`config.mk`:
```
export PLATFORM = sky130hd
export DESIGN_NAME = store_unit_flat
export DESIGN_NICKNAME = d
export VERILOG_FILES = /design/src/rtl/store_unit_if.sv /design/src/rtl/store_unit.sv /design/src/flat_wrapper.sv
export SDC_FILE = /design/constraint.sdc
export NUM_CORES = 1
export LEC_CHECK = 0
export CORE_MARGIN = 3
export CORE_UTILIZATION = 30
export CTS_BUF_LIST = sky130_fd_sc_hd__clkbuf_4
export DETAILED_ROUTE_END_ITERATION = 10
export GPL_TIMING_DRIVEN = 0
export PLACE_DENSITY = 0.61
export SLEW_MARGIN = 40
export SYNTH_ARGS = -nofsm -noshare
export SYNTH_HDL_FRONTEND = slang
export SYNTH_SLANG_ARGS = --single-unit
export TNS_END_PERCENT = 5
```
`constraint.sdc`:
```
create_clock -name clk -period 12.1 [get_ports clk]
set_input_delay 2.42 -clock clk [delete_from_list [all_inputs] [get_ports clk]]
set_output_delay 2.42 -clock clk [all_outputs]
set_load 0.005 [all_outputs]
```
`src/rtl/store_unit_if.sv`:
```
// store_unit_if: store request, load probe and memory write bus of the store unit
// Master side (execute stage / memory) drives st_valid, st_op, st_addr, st_data,
// is_load, ld_addr; slave side (store_unit) drives st_ready, st_err, ld_hazard,
// we, w_addr, w_data.
interface store_unit_if;
    logic        st_valid;
    logic        st_ready;
    logic [1:0]  st_op;
    logic [31:0] st_addr;
    logic [31:0] st_data;
    logic        st_err;
    logic        is_load;
    logic [31:0] ld_addr;
    logic        ld_hazard;
    logic [3:0]  we;
    logic [4:0]  w_addr;
    logic [31:0] w_data;
    modport master (
        output st_valid, st_op, st_addr, st_data, is_load, ld_addr,
        input  st_ready, st_err, ld_hazard, we, w_addr, w_data
    );
    modport slave (
        input  st_valid, st_op, st_addr, st_data, is_load, ld_addr,
        output st_ready, st_err, ld_hazard, we, w_addr, w_data
    );
endinterface

```
`src/rtl/store_unit.sv`:
```
// store_unit: formats SB/SH/SW into byte lanes and drains them through an in-order store buffer
// Ports: clk, rst (async, active-high); bus (store_unit_if.slave): store handshake,
// load probe (is_load/ld_addr/ld_hazard) and masked memory write (we/w_addr/w_data);
// empty, count: buffer occupancy.
// Optional: define STORE_HAZARD_EN to build the load-vs-buffer word comparators.
module store_unit #(
    parameter int DEPTH = 4
) (
    input  logic                     clk,
    input  logic                     rst,
    store_unit_if.slave              bus,
    output logic                     empty,
    output logic [$clog2(DEPTH):0]   count
);
    localparam int AW = $clog2(DEPTH);
    typedef struct packed {
        logic [4:0]  w_addr;
        logic [3:0]  we;
        logic [31:0] w_data;
    } entry_t;
    entry_t        mem_q [DEPTH];
    entry_t        head_e;
    logic [AW-1:0] head_q, head_d, tail_q, tail_d;
    logic [AW:0]   count_q, count_d;
    logic          err_q, err_d;
    logic [1:0]    off;
    logic          bad, push, pop;
    logic [3:0]    f_we;
    logic [31:0]   f_data;
    logic          unused_bits;
    always_comb begin
        off    = bus.st_addr[1:0];
        bad    = bus.st_op == 2'b11 || (bus.st_op == 2'b01 && off == 2'd3) ||
                 (bus.st_op == 2'b10 && off != 2'd0);
        // Lane 0 sits at [31:24], so shifting right by 8*off moves data to lane off.
        f_we   = bus.st_op == 2'b00 ? 4'b1000 >> off :
                 bus.st_op == 2'b01 ? 4'b1100 >> off : 4'b1111;
        f_data = bus.st_op == 2'b00 ? {bus.st_data[7:0], 24'd0} >> {off, 3'd0} :
                 bus.st_op == 2'b01 ? {bus.st_data[7:0], bus.st_data[15:8], 16'd0} >> {off, 3'd0} :
                 {bus.st_data[7:0], bus.st_data[15:8], bus.st_data[23:16], bus.st_data[31:24]};
        empty  = count_q == '0;
        push   = bus.st_valid && bus.st_ready && !bad;
        pop    = !empty && !bus.is_load;
        head_d = head_q + AW'(pop);
        tail_d = tail_q + AW'(push);
        count_d = count_q + (AW+1)'(push) - (AW+1)'(pop);
        err_d  = bus.st_valid && bus.st_ready && bad;
        head_e = mem_q[head_q];
    end
    assign bus.st_ready = count_q != (AW+1)'(DEPTH);
    assign bus.st_err   = err_q;
    assign bus.we       = pop ? head_e.we : 4'd0;
    assign bus.w_addr   = empty ? 5'd0 : head_e.w_addr;
    assign bus.w_data   = empty ? 32'd0 : head_e.w_data;
    assign count        = count_q;
    always_ff @(posedge clk or posedge rst) begin
        if (rst) begin
            head_q  <= '0;
            tail_q  <= '0;
            count_q <= '0;
            err_q   <= 1'b0;
        end else begin
            head_q  <= head_d;
            tail_q  <= tail_d;
            count_q <= count_d;
            err_q   <= err_d;
        end
    end
    // Entry storage needs no reset: reads are masked by empty.
    always_ff @(posedge clk) begin
        if (push) mem_q[tail_q] <= '{w_addr: bus.st_addr[6:2], we: f_we, w_data: f_data};
    end
`ifdef STORE_HAZARD_EN
    logic          hit;
    logic [AW-1:0] rel;
    always_comb begin
        hit = 1'b0;
        rel = '0;
        for (int i = 0; i < DEPTH; i++) begin
            // Entry i is live when its distance from head is below count.
            rel = AW'(i) - head_q;
            if ({1'b0, rel} < count_q && mem_q[i].w_addr == bus.ld_addr[6:2]) hit = 1'b1;
        end
    end
    assign bus.ld_hazard = bus.is_load && hit;
    assign unused_bits   = ^{bus.st_addr[31:7], bus.ld_addr[31:7], bus.ld_addr[1:0]};
`else
    assign bus.ld_hazard = 1'b0;
    assign unused_bits   = ^{bus.st_addr[31:7], bus.ld_addr};
`endif
endmodule

```
`src/flat_wrapper.sv`:
```
// flat-port wrapper written by rule: the top's interface ports become plain ports
module store_unit_flat 
#(
    parameter int DEPTH = 4
)
  (clk, rst, empty, count, bus_st_valid, bus_st_op, bus_st_addr, bus_st_data, bus_is_load, bus_ld_addr, bus_st_ready, bus_st_err, bus_ld_hazard, bus_we, bus_w_addr, bus_w_data);
  store_unit_if bus_i ();
  input  logic clk;
  input  logic rst;
  output logic empty;
  output logic [$clog2(DEPTH):0] count;
  input wire logic [$bits(bus_i.st_valid)-1:0] bus_st_valid;
  input wire logic [$bits(bus_i.st_op)-1:0] bus_st_op;
  input wire logic [$bits(bus_i.st_addr)-1:0] bus_st_addr;
  input wire logic [$bits(bus_i.st_data)-1:0] bus_st_data;
  input wire logic [$bits(bus_i.is_load)-1:0] bus_is_load;
  input wire logic [$bits(bus_i.ld_addr)-1:0] bus_ld_addr;
  output wire logic [$bits(bus_i.st_ready)-1:0] bus_st_ready;
  output wire logic [$bits(bus_i.st_err)-1:0] bus_st_err;
  output wire logic [$bits(bus_i.ld_hazard)-1:0] bus_ld_hazard;
  output wire logic [$bits(bus_i.we)-1:0] bus_we;
  output wire logic [$bits(bus_i.w_addr)-1:0] bus_w_addr;
  output wire logic [$bits(bus_i.w_data)-1:0] bus_w_data;
  assign bus_i.st_valid = bus_st_valid;
  assign bus_i.st_op = bus_st_op;
  assign bus_i.st_addr = bus_st_addr;
  assign bus_i.st_data = bus_st_data;
  assign bus_i.is_load = bus_is_load;
  assign bus_i.ld_addr = bus_ld_addr;
  assign bus_st_ready = bus_i.st_ready;
  assign bus_st_err = bus_i.st_err;
  assign bus_ld_hazard = bus_i.ld_hazard;
  assign bus_we = bus_i.we;
  assign bus_w_addr = bus_i.w_addr;
  assign bus_w_data = bus_i.w_data;
  store_unit #(.DEPTH(DEPTH)) u_core (.clk(clk), .rst(rst), .bus(bus_i), .empty(empty), .count(count));
endmodule
```
# After elaboration in Yosys (flattened, before gate mapping)

Memory sizes are Yosys's and may differ from the RTL's.
Index checks and enable logic that the tools add are counted.

Word-level logic and storage cells: 41
Memories kept: 1
Bits in registers: 8
RAM bits: 164
Input port bits: 102
Output and inout port bits: 48

Add/sub/neg operators: 4
Multiplexer cells: 9
Reductions and logical operators: 14
Equality and inequality tests: 5
Shift-type cells: 4

Memories:

| name         | words | width | read ports | clocked after memory_dff | wr ports | line             | text |
|---|---|---|---|---|---|---|---|
| u_core.mem_q | 4     | 41    | 1          | 0                        | 1        | store_unit.sv:21 | `entry_t mem_q [DEPTH];` |

Operators with widths:

| cell                  | number |
|---|---|
| $mux W32              | 3 |
| $shr A32 B5 Y32       | 2 |
| $mux W4               | 3 |
| $shr A4 B2 Y4 const A | 2 |
| $eq A2 B2 Y1 const B  | 3 |
| $logic_and A1 B1 Y1   | 6 |
| $mux W5               | 1 |
| $add A2 B1 Y2         | 2 |
| $add A3 B1 Y3         | 1 |
| $logic_not A1 Y1      | 3 |
| $logic_not A3 Y1      | 1 |
| $ne A3 B3 Y1 const B  | 1 |
| $sub A3 B1 Y3         | 1 |
| $eq A2 B1 Y1 const B  | 1 |
| $logic_not A2 Y1      | 1 |
| $logic_or A1 B1 Y1    | 2 |
| $mux W1               | 2 |
| $reduce_bool A2 Y1    | 1 |

# Longest topological paths before layout

Gate-level depths: netlist (run 1).

Depth after elaboration: 8
Mapped depth: 11
Depth with buffers taken out: 10

# Worst setup path before layout (run 1)

No wires, ideal clock.

Kind: input to register
From: input port bus_st_addr[1]
To: memory u_core.mem_q[1][0] in the netlist's numbering, enable pin
Path buffers: 1
Cell stages on the path: 6
Arrival: 6.218 ns
Slack: 5.383 ns
Cell sequence: clkbuf_1 inv_1 ha_1 nor2b_1 o211ai_1 nor3b_1

Longest elaborated chain between the ends: 8
Elaborated cells between the ends (all ways): 10

RTL lines:

| what                            | line               | text |
|---|---|---|
| start, declared                 | flat_wrapper.sv:14 | `input wire logic [$bits(bus_i.st_addr)-1:0] bus_st_addr;` |
| $eq A2 B2 Y1                    | store_unit.sv:33   | `bad = bus.st_op == 2'b11 \|\| (bus.st_op == 2'b01 && off == 2'd3) \|\|` |
| $logic_and A1 B1 Y1             | store_unit.sv:33   |  |
| $logic_or A1 B1 Y1              | store_unit.sv:33   |  |
| $logic_or A1 B1 Y1 *            | store_unit.sv:33   |  |
| $logic_not A1 Y1 *              | store_unit.sv:42   | `push = bus.st_valid && bus.st_ready && !bad;` |
| $logic_and A1 B1 Y1 *           | store_unit.sv:42   |  |
| $mux W1 *                       | store_unit.sv:71   | `if (push) mem_q[tail_q] <= '{w_addr: bus.st_addr[6:2], we: f_we, w_data: f_data};` |
| $mux W1 (implied by the code) * | store_unit.sv:71   |  |
| end, declared                   | store_unit.sv:21   |  |

Every way passes the cells marked *; elsewhere a longest branch is shown, timed or not.

# Worst setup path after layout (run 1)

From: input port bus_is_load
To: output port bus_we[3]

Longest elaborated chain between the ends: 3

RTL lines:

| what                | line               | text |
|---|---|---|
| start, declared     | flat_wrapper.sv:16 | `input wire logic [$bits(bus_i.is_load)-1:0] bus_is_load;` |
| $logic_not A1 Y1    | store_unit.sv:43   | `pop = !empty && !bus.is_load;` |
| $logic_and A1 B1 Y1 | store_unit.sv:43   |  |
| $mux W4             | store_unit.sv:52   | `assign bus.we = pop ? head_e.we : 4'd0;` |
| end, declared       | flat_wrapper.sv:21 | `output wire logic [$bits(bus_i.we)-1:0] bus_we;` |

No other way between the ends.

==> results of run 1 <==
layout make-up:
cell class,instances,area [sq um],area share [%]
Inverter,23,86.3,0.952
Timing Repair Buffer,115,1130,12.4
Buffer,26,148,1.63
Clock inverter,14,153,1.68
Tap cell,319,399,4.40
Sequential cell,172,5120,56.5
Multi-Input combinational cell,174,1890,20.9
Clock buffer,18,135,1.49
through the flow:
step / area, sq um / power [mW] / hold WS (ns)
after floorplan: 7230 / 1.15 / 0.494
after global placement: 8530 / 1.50 / 0.507
after detailed placement: 8780 / 1.52 / 0.550
after CTS: 9070 / 1.84 / 0.571
after global routing: 9070 / 1.91 / 0.598
final: 9070 / 1.81 / 0.564
critical path, stage by stage:
cell and delay, ns:
clkdlybuf4s50_1 0.46, or2_2 0.31, clkbuf_1 0.18, nor2b_1 0.17, clkdlybuf4s50_1 0.52
cell families after synthesis:
| group | after synthesis |
|---|---|
| AOI/OAI and AO/OA | 39 |
| xor gates and xnor gates | 5 |
| adders and majority gates | 7 |
| buffers and inverters | 49 |
| DFF | 172 |
| muxes | 41 |
| other | 1 |
| and+or+nand+nor | 81 |
worst paths after layout:
kind | startpoint | endpoint | depth (start not counted)
setup reg to reg | u_core.count[2] | u_core.mem_q[2][19] | 6
hold reg to reg | u_core.count[2] | u_core.count[2] | 1
max in group asynchronous | rst | u_core.tail_q[0] | 2
setup / recovery | bus_is_load | bus_we[3] | 5
min in group asynchronous | rst | u_core.count[1] | 2
hold / removal | u_core.count[2] | u_core.count[2] | 1
placed cells by master, fill, tap and decap left out, types with 3 or more instances in the layout:
| cell type | count |
|---|---|
| xnor2_1 | 3 |
| nor2_1 | 3 |
| buf_2 | 13 |
| inv_1 | 23 |
| o21ai_0 | 9 |
| buf_4 | 15 |
| dfrtp_1 | 8 |
| nand2_1 | 11 |
| nor3b_2 | 3 |
| inv_6 | 5 |
| edfxtp_1 | 164 |
| nor2b_1 | 44 |
| buf_6 | 7 |
| a222oi_1 | 16 |
| a22oi_1 | 8 |
| clkbuf_4 | 18 |
| clkdlybuf4s50_1 | 90 |
| and2_1 | 9 |
| ha_1 | 6 |
| mux4_2 | 41 |
| clkinvlp_4 | 3 |
| clkbuf_1 | 12 |
sequential cells by signal (all words and copies together) (netlist names):
signal and cells:
u_core.mem_q 164, u_core.count 3, u_core.head_q 2, u_core.tail_q 2, u_core.bus.st_err 1
power by group:
part	switching [mW]	internal (mW)
registers	0.0265	0.733
clock network	0.206	0.112
logic	0.308	0.419
total	0.541	1.26
layer usage:
layer  vias to the layer above  part of all wire, %  GRT usage [%]
met3                        20                  9.4           4.77
li1                       1826                    -              -
met4                         2                 0.96           3.21
met2                       194                   47           21.1
met5                         -                0.077              0
met1                      2132                   42           17.3
==> results.yml, run 1 <==
status:
  status: "finished, final reports clean"
routing:
  drt_iter0_markers: 447
  avgViaCountPerCell: 4.85
  dr.pass1.iters: 7
  totalWireLength_mm: 16.9
  ant_nets: 0
  wl_per_cell_um: 19.6
  drc: 0
  route.vias.total: 4174
synth:
  synth-seq-cells: 172
  synth_top_area_share_pct: 68.1
  yosys.area_share.simple_pct: 6.85
  synth_top_family_by_area: "multiplexers"
  yosysWarnings: 0
  yosys-top-cells-count: "edfxtp_1 (164), nor2b_1 (44), mux4_2 (41), inv_1 (23), a222oi_1 (16)"
  synth-edff-count: 164
  synthTopCellsByArea: "edfxtp_1 (68%), mux4_2 (13%), nor2b_1 (3.8%)"
  synth_fp_nets: 504
  synthFlopType: "edfxtp_1"
  ys_seq_area_share_pct: 70.9
  synth_area_sq_mm: 0.00723
  synthCells: 395
  synth_compound_area_share_pct: 4.29
  synthDistinctLibCells: 34
  synth_area_leader_cell: "edfxtp_1"
  synthAdderAreaFrac_pct: 1.32
  synthMuxAreaShare_pct: 12.8
  synth-xor-area-share_pct: 0.606
  async_reset_ff_share_pct: 4.65
  synth_area_per_cell_sq_um: 18.3
  synth.most_common_cell: "edfxtp_1"
sta:
  relSlewSlack_pct: 47.5
  finalCritPeriodShare_pct: 53.6
  setup-tns-final_ns: 0
  skew_ns: 0.0243
  worst_pin_slew_ns: 0.788
  layout_setup_ws_ns: 5.62
  final_hold_viol_count: 0
  report.final.setup_viol: 0
  max_freq_mhz: 154
  rsz0062_at_grt: "false"
  layout_min_cycle_time_ns: 6.48
  slew_violations: 0
global_routing:
  track_usage_pct: 13.2
  antenna_found_initial: 1
  grt_pass1_vias: 4388
  grt_overflow: 0
  grt_pass1_wl_mm: 25.6
  grt_max_degree: 18
place:
  gp_congestion: 0.830
  io_buffers: 90
  dp.cells: 829
  post-place-ws_ns: 5.61
  place_hpwl_mm: 12.7
floorplan:
  core-area_sq_mm: 0.0236
  rows: 56
  initial_core_util_pct: 30.6
  io_pins: 150
  die_w_um: 161
  dieHeight_um: 161
  dieArea_sq_mm: 0.0260
min_path:
  hold_class: "reg2reg"
critical_path:
  ff2ff_setup_slack_ns: 9.52
  crit_path_start_kind: "primary input"
  crit_fanout: 7
  worstSetupPathType: "in2out"
  critPathCaptureType: "output port"
  crit_arrival_ns: 4.06
  required_ns: 9.68
layout:
  drive_above_1_share_pct: 22.3
  finish.net_count: 638
  area_delta_synth_final_pct: 25.4
  layoutNonFillerInstCount: 861
  fillerInstances: 2189
  final_util_pct: 38.4
  insertedDiodeCount: 0
pwr:
  ir_worst_vdd_v: 0.0000788
  p_leak_nw: 3.09
  p_per_area_mw_per_mm2: 199
clocking:
  cts_hold_buf: 0
  clk_pin_slew_ns: 0.14
  htreeDepth: 4
  cts.sinks: 172
  numCtsBuffers: 17
  cts.repair.resized: 0
  postCtsSetupRepairBufs: 0
  cts_tree: "yes"
  cts-root-buf: "clkbuf_4"
  clk_path_buf_depth: 2
  clk_latency_ns: 0.54
run:
  maxCapViolCount: 0
No activity file was read; power rests on OpenSTA's default activity.
==> run 2, diff against run 1 <==
- clock period: 12.1 -> 6.6 ns (I/O delays scaled with it)
==> results of run 2 <==
Same layout as run 1 (identical final DEF). Status: finished, final reports clean.
Among the figures that moved: setup slack after placement 5.61 ns -> 1.89 ns; setup slack after layout 5.62 ns -> 2.32 ns; register-to-register setup slack 9.52 ns -> 4.02 ns; total power 1.81 mW -> 3.31 mW; worst IR drop on VDD 0.0000788 V -> 0.000144 V
==> RTL change 1, RTL diff (settings of run 2) <==
`DEPTH` is set to 4 in 2 places; all go to 2.
--- a/src/rtl/store_unit.sv
+++ b/src/rtl/store_unit.sv
@@ -6,3 +6,3 @@
 module store_unit #(
-    parameter int DEPTH = 4
+    parameter int DEPTH = 2
 ) (
--- a/src/flat_wrapper.sv
+++ b/src/flat_wrapper.sv
@@ -3,3 +3,3 @@
 #(
-    parameter int DEPTH = 4
+    parameter int DEPTH = 2
 )
Interface: changed (resized count); port bits go from 150 to 149. No check against the original RTL was run, so the function may have changed too.
==> RTL change 1 against run 2 <==
- first-iteration DRC count down 36%
- combinational power down 42%
- total power down 44%
- global-route usage up 0.88 points
- sequential share of layout area down 8.0 points
- cell area down 41%
- wire length down 41%
- area after synthesis down 45%
- synthesized cell count down 25%
- sequential cell count down 85
- fmax up 8.0%
- worst hold slack better by 130 ps
- worst setup slack better by 320 ps
- largest cell class unchanged
==> RTL change 1: results <==
export IMPL_run_status="finished, final reports clean"
export IMPL_crit_arrival_ps=2640
export IMPL_swShare_pct=31.22
export IMPL_cts_setup_buffers=0
export IMPL_h_tree_depth=3
export IMPL_p_leak_uw=0.002035
export IMPL_largest_reg_flops=82
export IMPL_synth_net_count=404
export IMPL_rrSetupSlack_ps=4280
export IMPL_first_iter_violations=284
export IMPL_grt_pass1_vias=2889
export IMPL_synthTopCellsByArea="edfxtp_1 62%, mux2i_1 11%, a222oi_1 4.0%, nor2_1 4.0%, dfrtp_1 3.2%"
export IMPL_skew_ps=12.15
export IMPL_clkbuf_count=9
export IMPL_hold_path_class="flop to flop"
export IMPL_drtAntennaViolNets=0
export IMPL_cp_max_fo=5
export IMPL_wl_per_cell_um=17.40
export IMPL_antenna_found_initial=0
export IMPL_non_clock_inverter_count=24
export IMPL_cts_sinks=87
export IMPL_vias=2716
export IMPL_cts_resized=0
export IMPL_worstSkewPairLatency_ps=450
export IMPL_coreArea_mm2=0.01277
export IMPL_pwr_share_comb_pct=42.0
export IMPL_seq_area_frac_synth_pct=65.34
export IMPL_pg_clk_uw=354
export IMPL_grt_max_degree=28
export IMPL_grt_total_usage_pct=14.07
export IMPL_drive_gt1_share_pct=8.416
export IMPL_synth_edf_count=82
export IMPL_worst_pin_slew_ps=720.1
export IMPL_critPathMaxStageDelay_ps=550
export IMPL_synthTopCellsByCount="82 x edfxtp_1, 42 x mux2i_1, 42 x nor2_1"
export IMPL_num_multi_input_gates=168
export IMPL_p_total_uw=1845
export IMPL_nNonClkBuffers=109
export IMPL_synthArstFlopShare_pct=5.747
export IMPL_clkCellAreaFrac_pct=3.189
export IMPL_multi_input_area_mm2=0.001215
export IMPL_dpl_hpwl_um=7256
export IMPL_seq_area_mm2=0.002587
export IMPL_cts_buffers=9
export IMPL_numPortBuffers=89
export IMPL_place_congestion=0.7818
export IMPL_fillCellCount=1195
export IMPL_buf_share_pct=19.84
export IMPL_first_pass_iters=8
export IMPL_ir_drop_mv=0.1417
export IMPL_place_area_mm2=0.005166
export IMPL_synth_cell_types=30
export IMPL_antenna_cells=0
export IMPL_nets=507
export IMPL_grt_pass1_wl_um=15410
-- RTL change 1: cell families (layout without fill, tap and decap cells) --
family,Yosys count,in the layout,share of synthesized area [%]
flip-flops,87,87,65.34
AND/OR/NAND/NOR,78,78,9.131
multiplexers,42,42,10.62
buffers and inverters,41,149,4.613
AO/OA/AOI/OAI,38,38,7.646
adder cells (fa/ha/maj),6,6,1.896
XOR/XNOR,3,3,0.6636
other,1,1,0.09470
-- RTL change 1: worst min-delay path, cell delays in order (launching register included) --
cell,delay (ps)
dfrtp_1,450
nand2_1,120
nand2_1,80
nor2_1,40
-- RTL change 1: routing by layer --
metal  track usage (%)  wire length [um]  vias up  share of wire (%)
met5                 0                 0        -                  0
met4             5.524               163        0                1.6
met3             4.709               811       10                8.1
met2             22.20              4748       92                 47
met1             17.85              4298     1312                 43
li1                  -                 -     1302                  -
-- RTL change 1: per-stage QoR --
stage | util (%) | hold slack (ps) | setup slack, ps | cells
floorplan | - | 588.4 | 2355 | 296
detailed placement | 40.44 | 660.9 | 2570 | 560
CTS | 41.78 | 690.2 | 2568 | 576
global route | 41.78 | 758.6 | 2545 | 576
finish | 41.78 | 698.6 | 2637 | 576
global placement | 39.66 | 606.1 | 519.7 | 557
-- RTL change 1: final timing paths --
kind,endpoint,depth (start not counted),start
worst max-delay path,bus_we[1],3,bus_is_load
max in group asynchronous,u_core.count[1],2,rst
worst min register to register,u_core.bus.st_err,3,u_core.count[1]
worst max register to register,u_core.count[1],7,u_core.count[1]
min in group asynchronous,u_core.bus.st_err,2,rst
worst min-delay path,u_core.bus.st_err,3,u_core.count[1]
==> RTL change 2, RTL diff (settings of run 2) <==
Without the edit above. Make the reset (`rst`) synchronous in one clocked block. Comments in the files are not updated.
--- a/src/rtl/store_unit.sv
+++ b/src/rtl/store_unit.sv
@@ -55,3 +55,3 @@
     assign count        = count_q;
-    always_ff @(posedge clk or posedge rst) begin
+    always_ff @(posedge clk) begin
         if (rst) begin
Formal check against the unedited RTL: differs if rst is asserted again (counterexample within 4 cycles, from zero or initial values and one cycle with rst high); with rst held inactive, the same outputs for 4 cycles.
==> RTL change 2 against run 2 <==
- cell area hardly changed
- total power is 14% lower
- worst setup slack better by 150 ps
- via count is 0.86% higher
- wire length is 2.7% higher
- area after synthesis stayed put
- die area stayed put
- sequential cell count stayed put
==> RTL change 2: results <==
export IMPL_run_status="finished, final reports clean"
export IMPL_synth_compound_area_share_pct=4.430
export IMPL_place_congestion=0.8289
export IMPL_syn_inst=403
export IMPL_synth_cell_types=37
export IMPL_skew_ps=19.51
export IMPL_finalNonFillerCells=868
export IMPL_synthTopCellsByCount="164 x edfxtp_1, 47 x nor2b_1, 41 x mux4_2"
export IMPL_nets=645
export IMPL_worstSkewPairLatency_ps=570
export IMPL_ir_drop_mv=0.1211
export IMPL_wl_per_cell_um=19.98
export IMPL_p_leak_uw=0.003007
export IMPL_swShare_pct=28.04
export IMPL_synthMuxAreaShare_pct=12.93
export IMPL_dp_slack_ps=1960
export IMPL_antenna_found_initial=0
export IMPL_numPortBuffers=89
export IMPL_cp_max_fo=6
export IMPL_first_pass_iters=8
export IMPL_grt_max_degree=17
export IMPL_first_iter_violations=375
export IMPL_grt_total_usage_pct=13.73
export IMPL_synthArstFlopShare_pct=0
export IMPL_grt_pass1_wl_um=26480
export IMPL_synthXorXnorAreaFrac_pct=0.2423
export IMPL_seq_area_frac_synth_pct=70.32
export IMPL_synthTopCellsByArea="edfxtp_1 68%, mux4_2 13%, nor2b_1 4.1%, a222oi_1 2.2%, dfxtp_1 2.2%"
export IMPL_synth_net_count=512
export IMPL_place_inst=836
export IMPL_worst_pin_slew_ps=669.8
export IMPL_grt_pass1_vias=4439
export IMPL_dpl_hpwl_um=12680
export IMPL_crit_arrival_ps=2810
export IMPL_cts_root_buffer="clkbuf_4"
export IMPL_avgViaCountPerCell=4.850
export IMPL_drive_gt1_share_pct=22.08
-- RTL change 2: changes by cell type in the layout (fill, tap and decap cells not counted), moves of 2 or more --
cell       delta
nor2b_1       +3
xnor2_1       -2
inv_1         -2
bufinv_16     +2
nor2_1        +4
dfxtp_1       +8
dfrtp_1       -8
-- RTL change 2: stage by stage --
step	power [uW]	cell area, um^2	hold WS (ps)
after global routing	2987	9067	635.2
after floorplan	1771	7231	524.7
after global placement	2217	8521	531.3
final	2837	9070	571.1
after detailed placement	2245	8757	553.7
after CTS	2884	9067	573.0
-- RTL change 2: power by group through the flow --
stage          sequential, uW  clock [uW]  combinational [uW]
2_1_floorplan            1320           0                 453
3_3_place_gp             1320           0                 893
3_5_place_dp             1320           0                 924
4_1_cts                  1300         659                 929
5_1_grt                  1300         706                 980
6_report                 1290         641                 901
-- RTL change 2: final cells by class --
cell class / instances / area (um^2)
clock buffer: 17 / 127.6
tap: 319 / 399.1
inverter: 21 / 78.83
buffer: 26 / 147.6
clock inverter: 14 / 182.7
sequential: 172 / 5085
antenna: 1 / 2.502
timing repair buffer: 114 / 1105
fill: 2178 / 14540
multi-input combinational: 184 / 1942
-- RTL change 2: routing by layer --
metal / global-route usage (%) / routed length [um] / up-vias
li1: - / - / 1855
met1: 17.85 / 7292 / 2112
met2: 21.68 / 8195 / 218
met3: 4.873 / 1546 / 25
met4: 4.380 / 311 / 0
met5: 0 / 0 / -
-- RTL change 2: worst paths after layout --
path / startpoint / endpoint / slack (ps) / cells after the start
max: bus_is_load / bus_we[3] / 2470 / 4
min: u_core.count[2] / u_core.count[2] / 570 / 2
max reg2reg: u_core.count[1] / u_core.mem_q[1][16] / 4120 / 7
min reg2reg: u_core.count[2] / u_core.count[2] / 570 / 2
-- RTL change 2: logic make-up (layout without fill, tap and decap cells) --
family,after synthesis,after routing
other,1,2
AND/OR/NAND/NOR,91,91
flip-flops,172,172
buffers and inverters,47,192
multiplexers,42,42
AO/OA/AOI/OAI,41,41
adder cells (fa/ha/maj),7,7
XOR/XNOR,2,2
-- RTL change 2: worst max-delay path, stage by stage --
cell	delay [ps]
clkdlybuf4s50_1	480
or2_2	370
nor2b_1	120
clkdlybuf4s50_1	520
